## config.mk

```make
export PLATFORM = sky130hd
export DESIGN_NAME = stream_packer
export DESIGN_NICKNAME = d
export VERILOG_FILES = /design/src/rtl/stream_pkg.sv /design/src/rtl/packer_lane_ctrl.sv /design/src/rtl/stream_packer.sv
export SDC_FILE = /design/constraint.sdc
export NUM_CORES = 1
export LEC_CHECK = 0
export ABC_AREA = 1
export CAP_MARGIN = 20
export CORE_ASPECT_RATIO = 0.9
export CORE_MARGIN = 3
export CORE_UTILIZATION = 45
export DETAILED_ROUTE_END_ITERATION = 6
export DONT_BUFFER_PORTS = 1
export HOLD_SLACK_MARGIN = 0.06
export PLACE_DENSITY = 0.74
export SLEW_MARGIN = 20
export SYNTH_ARGS = -nofsm -noshare
export SYNTH_HDL_FRONTEND = slang
export SYNTH_SLANG_ARGS = --single-unit
```

## constraint.sdc

```tcl
create_clock -name aclk -period 1.55 [get_ports aclk]
set_clock_uncertainty 0.1 [all_clocks]
set_input_delay 0.155 -clock aclk [delete_from_list [all_inputs] [get_ports aclk]]
set_output_delay 0.155 -clock aclk [all_outputs]
set_load 0.01 [all_outputs]
```

## src/rtl/stream_pkg.sv

```systemverilog
// Shared helpers for the stream packer: counter width, lane offsets and keep masks.
package stream_pkg;

  localparam int unsigned MAX_RATIO = 16;

  function automatic int unsigned cnt_width(input int unsigned ratio);
    return (ratio > 1) ? $clog2(ratio) : 1;
  endfunction

  // Bit offset of lane k in a packed word of dw-bit lanes.
  function automatic int unsigned lane_lsb(input int unsigned k, input int unsigned dw);
    return k * dw;
  endfunction

  // Mask with the n lowest lanes set; n >= MAX_RATIO gives all ones.
  function automatic logic [MAX_RATIO-1:0] keep_mask(input int unsigned n);
    if (n >= MAX_RATIO) return '1;
    return (MAX_RATIO'(1) << n) - MAX_RATIO'(1);
  endfunction

endpackage

```

## src/rtl/packer_lane_ctrl.sv

```systemverilog
// Lane counter, pending-flush flag and in_ready/load decode for stream_packer.
// Flush support is built only when STREAM_PACKER_FLUSH_EN is defined.
module packer_lane_ctrl
  import stream_pkg::*;
#(
  parameter int unsigned RATIO = 4,
  parameter int unsigned CNT_W = cnt_width(RATIO)
) (
  input  logic             aclk,
  input  logic             areset,
  input  logic             in_valid,
  input  logic             out_valid,
  input  logic             out_ready,
`ifdef STREAM_PACKER_FLUSH_EN
  input  logic             flush,
  output logic             flush_emit,
  output logic [CNT_W-1:0] cnt,
`endif
  output logic             in_ready,
  output logic             acc_we,
  output logic             full_load,
  output logic [CNT_W-1:0] wr_lane
);

  localparam logic [CNT_W-1:0] LAST = CNT_W'(RATIO - 1);

  logic [CNT_W-1:0] cnt_q, cnt_d;
  logic             last, slot_free, in_fire, emit;

`ifdef STREAM_PACKER_FLUSH_EN
  logic pending_q, pending_d;
  assign flush_emit = emit;
  assign cnt        = cnt_q;
`endif

  always_comb begin
    // NOTE: every always_comb output gets a default first so no path leaves it unassigned (no latch).
    cnt_d     = cnt_q;
    last      = (cnt_q == LAST);
    slot_free = ~out_valid | out_ready;
`ifdef STREAM_PACKER_FLUSH_EN
    pending_d = pending_q;
    emit      = pending_q & slot_free;
    in_ready  = (~last | slot_free) & ~(pending_q & ~slot_free);
`else
    emit      = 1'b0;
    in_ready  = ~last | slot_free;
`endif
    in_fire   = in_valid & in_ready;
    // While a partial word is emitted, a new word starts the next group in lane 0.
    full_load = in_fire & last & ~emit;
    acc_we    = in_fire & (emit | ~last);
    wr_lane   = emit ? '0 : cnt_q;

    if (emit)         cnt_d = in_fire ? CNT_W'(1) : '0;
    else if (in_fire) cnt_d = last ? '0 : cnt_q + CNT_W'(1);

`ifdef STREAM_PACKER_FLUSH_EN
    if (emit) pending_d = flush & in_fire;
    else if (flush & ((cnt_q != '0) | in_fire) & ~(in_fire & last)) pending_d = 1'b1;
`endif
  end

  always_ff @(posedge aclk) begin
    // NOTE: sequential state uses non-blocking assignments so all registers update together at the edge.
    if (areset) begin
      cnt_q <= '0;
`ifdef STREAM_PACKER_FLUSH_EN
      pending_q <= 1'b0;
`endif
    end else begin
      cnt_q <= cnt_d;
`ifdef STREAM_PACKER_FLUSH_EN
      pending_q <= pending_d;
`endif
    end
  end

endmodule

```

## src/rtl/stream_packer.sv

```systemverilog
// Packs RATIO consecutive DATA_WIDTH words into one wide word, first word in lane 0.
// Define STREAM_PACKER_FLUSH_EN to add flush/out_keep for emitting partial words.
module stream_packer
  import stream_pkg::*;
#(
  parameter int unsigned DATA_WIDTH = 32,
  parameter int unsigned RATIO      = 4
) (
  input  logic                        aclk,
  input  logic                        areset,
  input  logic [DATA_WIDTH-1:0]       in_data,
  input  logic                        in_valid,
  output logic                        in_ready,
  output logic [DATA_WIDTH*RATIO-1:0] out_data,
  output logic                        out_valid,
`ifdef STREAM_PACKER_FLUSH_EN
  input  logic                        flush,
  output logic [RATIO-1:0]            out_keep,
`endif
  input  logic                        out_ready
);

  localparam int unsigned CNT_W = cnt_width(RATIO);
  localparam int unsigned ACC_W = DATA_WIDTH * (RATIO - 1);

  logic [ACC_W-1:0] acc;
  logic             acc_we, full_load;
  logic [CNT_W-1:0] wr_lane;

`ifdef STREAM_PACKER_FLUSH_EN
  logic                        flush_emit;
  logic [CNT_W-1:0]            cnt;
  logic [DATA_WIDTH*RATIO-1:0] partial;
`endif

  packer_lane_ctrl #(.RATIO(RATIO), .CNT_W(CNT_W)) u_ctrl (
    .aclk       (aclk),
    .areset     (areset),
    .in_valid   (in_valid),
    .out_valid  (out_valid),
    .out_ready  (out_ready),
`ifdef STREAM_PACKER_FLUSH_EN
    .flush      (flush),
    .flush_emit (flush_emit),
    .cnt        (cnt),
`endif
    .in_ready   (in_ready),
    .acc_we     (acc_we),
    .full_load  (full_load),
    .wr_lane    (wr_lane)
  );

`ifdef STREAM_PACKER_FLUSH_EN
  // Lanes at or above cnt hold stale data from an earlier group and are zeroed.
  always_comb begin
    partial = '0;
    for (int k = 0; k < int'(RATIO) - 1; k++) begin
      if (CNT_W'(k) < cnt)
        partial[lane_lsb(k, DATA_WIDTH) +: DATA_WIDTH] = acc[lane_lsb(k, DATA_WIDTH) +: DATA_WIDTH];
    end
  end
`endif

  always_ff @(posedge aclk) begin
    if (areset) begin
      // NOTE: the accumulator is reset too, so a discarded partial word can never leak out.
      acc       <= '0;
      out_data  <= '0;
      out_valid <= 1'b0;
`ifdef STREAM_PACKER_FLUSH_EN
      out_keep  <= '0;
`endif
    end else begin
      for (int k = 0; k < int'(RATIO) - 1; k++) begin
        if (acc_we && wr_lane == CNT_W'(k))
          acc[lane_lsb(k, DATA_WIDTH) +: DATA_WIDTH] <= in_data;
      end

      if (full_load) begin
        out_data  <= {in_data, acc};
        out_valid <= 1'b1;
`ifdef STREAM_PACKER_FLUSH_EN
        out_keep  <= '1;
      end else if (flush_emit) begin
        out_data  <= partial;
        out_valid <= 1'b1;
        out_keep  <= RATIO'(keep_mask(32'(cnt)));
`endif
      end else if (out_ready) begin
        out_valid <= 1'b0;
      end
    end
  end

endmodule

```

# Word-level counts from Yosys, hierarchy flattened
# Cells that the tools add are included.
# classes
addsub,1
eq_ne,3
muxes,3
bitwise,7
n_reduce_logical,5
# ops
operator,count
$eq A2 B2 Y1 const B,2
$and A1 B1 Y1,3
$logic_and A1 B1 Y1,3
$add A2 B1 Y2 const B,1
$eq A2 B1 Y1 const B,1
$logic_not A2 Y1,1
$mux W1,2
$mux W2,1
$not A1 Y1,2
$or A1 B1 Y1,2
$reduce_bool A2 Y1,1
# totals
ff_bits,227
in_bits,36
wordCells,25

# Logic depth before layout (Yosys ltp)
# depth
depth_word,6
ltp_mapped,8

# By module
# A second synthesis with hierarchy kept.
# unflattened
hier_cells,1099
hier_area_um2,8454.4
# by_module_without_submodules
mod,n_inst,cells_per_inst,area_per_inst_um2,seq_area_each_um2
stream_packer,1,1080,8328.0,4504.3
packer_lane_ctrl,1,19,126.4,40.0

# Worst setup path after synthesis
# OpenSTA, ideal clock, no wires.
# synth_path
path_type,register to register
from,register u_ctrl.cnt_q[0] (netlist: u_ctrl.wr_lane[0])
to,register out_data[65]
arrival_ns,1.245
t_required_ns,1.340
setup_slack_ns,0.095
stages_incl_launch_ff,7
n_path_buf,2
synth_period_minus_slack_ns,1.455
path_cell_list,dfxtp_1 -> ha_1 -> buf_2 -> clkbuf_1 -> nand4_1 -> nand2_1 -> nor2_1
# synth_between
elab_chain_cells,5
# synth_rtl
item,line,text
from (decl),packer_lane_ctrl.sv:27,"logic [CNT_W-1:0] cnt_q, cnt_d;"
from (signal assigned),packer_lane_ctrl.sv:72,cnt_q <= cnt_d;
$eq A2 B2 Y1 *,packer_lane_ctrl.sv:39,last = (cnt_q == LAST);
$not A1 Y1,packer_lane_ctrl.sv:47,in_ready = ~last | slot_free;
$or A1 B1 Y1,packer_lane_ctrl.sv:47,
$and A1 B1 Y1,packer_lane_ctrl.sv:49,in_fire = in_valid & in_ready;
$and A1 B1 Y1 *,packer_lane_ctrl.sv:51,full_load = in_fire & last & ~emit;
to (signal assigned),stream_packer.sv:80,"out_data <= {in_data, acc};"
to (decl),stream_packer.sv:14,"output logic [DATA_WIDTH*RATIO-1:0] out_data,"
# Mark *: on every way between the ends. The rest lies on a longest branch, timed or not.
# A chain may end at the register's enable or synchronous reset.

# Worst setup path after layout
# layout_path
from,register u_ctrl.cnt_q[1] (netlist: u_ctrl.wr_lane[1])
to,output port in_ready
# layout_between
elab_chain_cells,3
# layout_rtl
item,line,text
$eq A2 B2 Y1,packer_lane_ctrl.sv:39,
$not A1 Y1,packer_lane_ctrl.sv:47,
$or A1 B1 Y1,packer_lane_ctrl.sv:47,
to (decl),stream_packer.sv:13,"output logic in_ready,"
# No other way between the ends.

==> results by stage <==
Clocking:
- The clock tree from TritonCTS is built.
- The number of buffers inserted for hold repair after clock tree synthesis is 33.
- The worst-skew pair later-pin latency is 0.52 ns.
- The clock root buffer master is clkbuf_16.
- Counting the buffers created by CTS gives 25.
- Clock-pin slew was measured on the worst setup and hold paths at 0.06 ns.
- The CTS H-tree depth is 1.
- The maximum buffer depth of the clock tree is 3.
- CTS saw 227 sinks.

Power:
- For this design the total switching power over the nets is 0.00353 W.
- The switching portion of total power is 25.4%.
- The internal power is 0.0103 W.
- The power share of the sequential group is 45.3%.
- The portion of total power attributed to combinational logic is 11.1%.
- The power per cell area is 1140 nW/um^2.
- Across the VDD grid, the largest voltage drop is 0.722 mV.
- For this design the static power due to leakage is 6.23 nW.
- The relative contribution of the clock network to total power is 43.6%.

Finish:
- In the final layout, the multi-input gates occupy 3960 um^2.
- The area occupied by registers is 4550 um^2.
- Relative to the synthesized area, the layout overhead comes to 17.8%.
- The net count of the finished layout is 1,673.
- The filler cells instantiated in the layout total 2,175.
- In the final layout, the share of cells above drive strength 1 is 6.79%.
- The post-route core utilization is 55.0%.
- The finished cells cover 12,100 um^2.

Route:
- The first TritonRoute pass finished after 5 iterations.
- In the routed design, unresolved DRC markers number 0.
- The detailed-routed wire length on met3 is 3.50 mm.
- The routed wire length is 30.8 mm.
- After detailed routing, the number of vias per cell comes to 4.81.
- The number of routed nets with antenna violations is 0.
- After detailed routing, the wire length on met1 is 12.5 mm.
- The uppermost metal layer occupied by signal nets is met5.
- After the first detailed-routing iteration, the DRC count stood at 730.
- The detailed-routed wire length on met2 is 13.9 mm.
- The wire length per cell after detailed routing is 15.8 um.
- The total via count in the routed design is 9,362.

Placed design:
- The HPWL after detailed placement is 18.0 mm.
- The placed instance area is 10,500 um^2.
- The placer congestion estimate is 0.788.
- The number of buffers inserted by port buffering is 0.
- The worst setup timing slack at the placement stage is -0.0404 ns.

Status:
- The run finished, with violations left.
- The final reports fail on hold timing, setup timing.

STA:
- Setup violations remaining at the end of the flow were counted as 11.
- The transition time at the pin with the least slew margin is 0.611 ns.
- The hold violation count in the final report is 130.
- The worst pin sits at a relative slew slack of 59.1%.
- The worst setup margin is -0.0511 ns.
- Derived from the worst setup path, the maximum achievable clock frequency is 625 MHz.
- The total negative slack for setup checks is -0.179 ns.
- The worst-case hold slack is -0.254 ns.
- The clock period minus worst slack is 1.60 ns.
- The final count of pins violating max slew is 0.
- In the finished design, the share of the clock period the worst path needs comes to 103%.
- Setup repair after global routing could not meet its margin everywhere.

Setup path:
- The sort of element at the start of the critical path is a register.
- The highest net fanout along the worst path is 2.
- The type of the setup path with the least slack is reg -> out.
- STA classifies the critical path endpoint as a primary output.
- The endpoint arrival time on the critical path is 1.35 ns.
- For the worst setup path, the data required time is 1.29 ns.

Synth:
- Synthesis inferred 227 register bits.
- The sequential share of the synthesized area is 44.1%.
- The number of distinct library cell variants in the gate-level netlist after synthesis is 13.
- The Yosys step of the flow raised 0 warnings.
- Counting every instance in the synthesized netlist gives 1,634.
- When the netlist entered floorplanning its net count stood at 1,674.
- The total standard cell area after synthesis is 10,300 um^2.
- The mean area per synthesized cell is 6.30 um^2.

Floorplanning:
- The floorplan step defined a die boundary enclosing 24,700 um^2.
- The region available for standard cell placement spans 22,100 um^2.
- The number of primary I/O pins is 166.
- The starting density of the core is 46.7%.
- The die is 165 um wide.
- The number of placement rows is 51.
- From bottom edge to top edge, the die measures 150 um.

Global route:
- The number of global-route vias before repair is 8,217.
- The largest net degree at the start of global routing is 137.
- The global-route wire length before repair is 44.9 mm.
- The initial antenna violation count is 21.
- The total routing resource utilization after global routing is 23.2%.
- Summed over all layers, the global routing overflow is 0.

Hold path:
- The path class of the tightest hold or removal check is in -> reg.

Flow run:
- The tool flagged a number of max-cap violations equal to 0.
[state kept, by name (all words and copies together) (netlist names)]
signal	flops
acc	96
out_data	128
out_valid	1
u_ctrl.wr_lane	2
[metal layers]
layer	vias up	GRT usage [%]
met5	-	0
met4	28	4.95
met3	77	9.49
met2	314	36.5
met1	4198	30.1
li1	4745	-
[cells in the mapped netlist (all sizes together)]
| master | number | area share [%] |
|---|---|---|
| a21oi | 2 | 0.097 |
| buf | 81 | 3.9 |
| clkbuf | 19 | 0.69 |
| dfxtp | 227 | 44 |
| ha | 4 | 0.49 |
| inv | 391 | 14 |
| nand2 | 453 | 17 |
| nand3 | 7 | 0.49 |
| nand4 | 128 | 7.8 |
| nor2 | 322 | 12 |
[final timing paths]
path	startpoint	to	slack [ns]	cells after the start
worst min-delay path	in_valid	out_data[125]$_SDFFE_PP0P_	-0.25	3
worst min register to register	acc[40]$_SDFFE_PP0P_	acc[40]$_SDFFE_PP0P_	0.42	4
worst max register to register	u_ctrl.wr_lane[1]$_SDFFE_PP0P_	acc[80]$_SDFFE_PP0P_	-0.05	7
worst max-delay path	u_ctrl.wr_lane[1]$_SDFFE_PP0P_	in_ready	-0.05	4
[per-stage QoR]
step | instances | power (W) | hold slack, ns
global placement | 1846 | 0.00753 | 0.194
detailed placement | 1846 | 0.00758 | 0.200
global route | 1947 | 0.0144 | -0.266
CTS | 1929 | 0.0138 | -0.295
finish | 1948 | 0.0139 | -0.254
floorplan | 1634 | 0.00737 | 0.190
[kinds of logic (layout without fill, tap and decap cells)]
| group | Yosys count | in the layout | share of synthesized area (%) |
|---|---|---|---|
| AO/OA/AOI/OAI | 2 | 2 | 0.0972 |
| adder cells (fa/ha/maj) | 4 | 4 | 0.486 |
| buffers and inverters | 491 | 507 | 18.8 |
| flip-flops | 227 | 227 | 44.1 |
| other | 0 | 7 | 0 |
| AND/OR/NAND/NOR | 910 | 910 | 36.5 |
[area by class of cell]
type | count | share of cell area (%)
Tap cell | 291 | 3.00
Clock buffer | 36 | 5.82
Multi-Input combinational cell | 916 | 32.6
Antenna cell | 7 | 0.144
Inverter | 391 | 12.2
Clock inverter | 8 | 1.00
Timing Repair Buffer | 72 | 7.77
Sequential cell | 227 | 37.5
[power by group through the flow]
stage / combinational (W) / clock, W / sequential, W
5_1_grt: 0.00173 / 0.00640 / 0.00631
3_5_place_dp: 0.00116 / 0 / 0.00642
6_report: 0.00154 / 0.00604 / 0.00628
2_1_floorplan: 0.000991 / 0 / 0.00637
3_3_place_gp: 0.00113 / 0 / 0.00641
4_1_cts: 0.00140 / 0.00614 / 0.00629
[placed cells by master (no fill, tap or decap), drive strengths merged]
cell         count
a21oi            2
buf             33
bufinv           3
clkbuf          42
clkinv           4
dfxtp          227
diode            7
dlygate4sd3     33
ha               4
inv            392
nand2          453
nand3            7
nand4          128
nor2           322
[critical path: stages, from the launching register on]
cell	delay, ns
dfxtp_4	0.35
ha_4	0.17
buf_12	0.12
nand3_4	0.08
buf_6	0.10
[timing repair]
action                                 4_1_cts  5_1_grt
setup buffers                                5        0
endpoints found under the hold margin      227      144
setup endpoints to repair                   95      188
pin swaps                                    1        1
gates cloned                                 1       12
resized for setup                           10       36
Power figures use the tool's default switching activity.
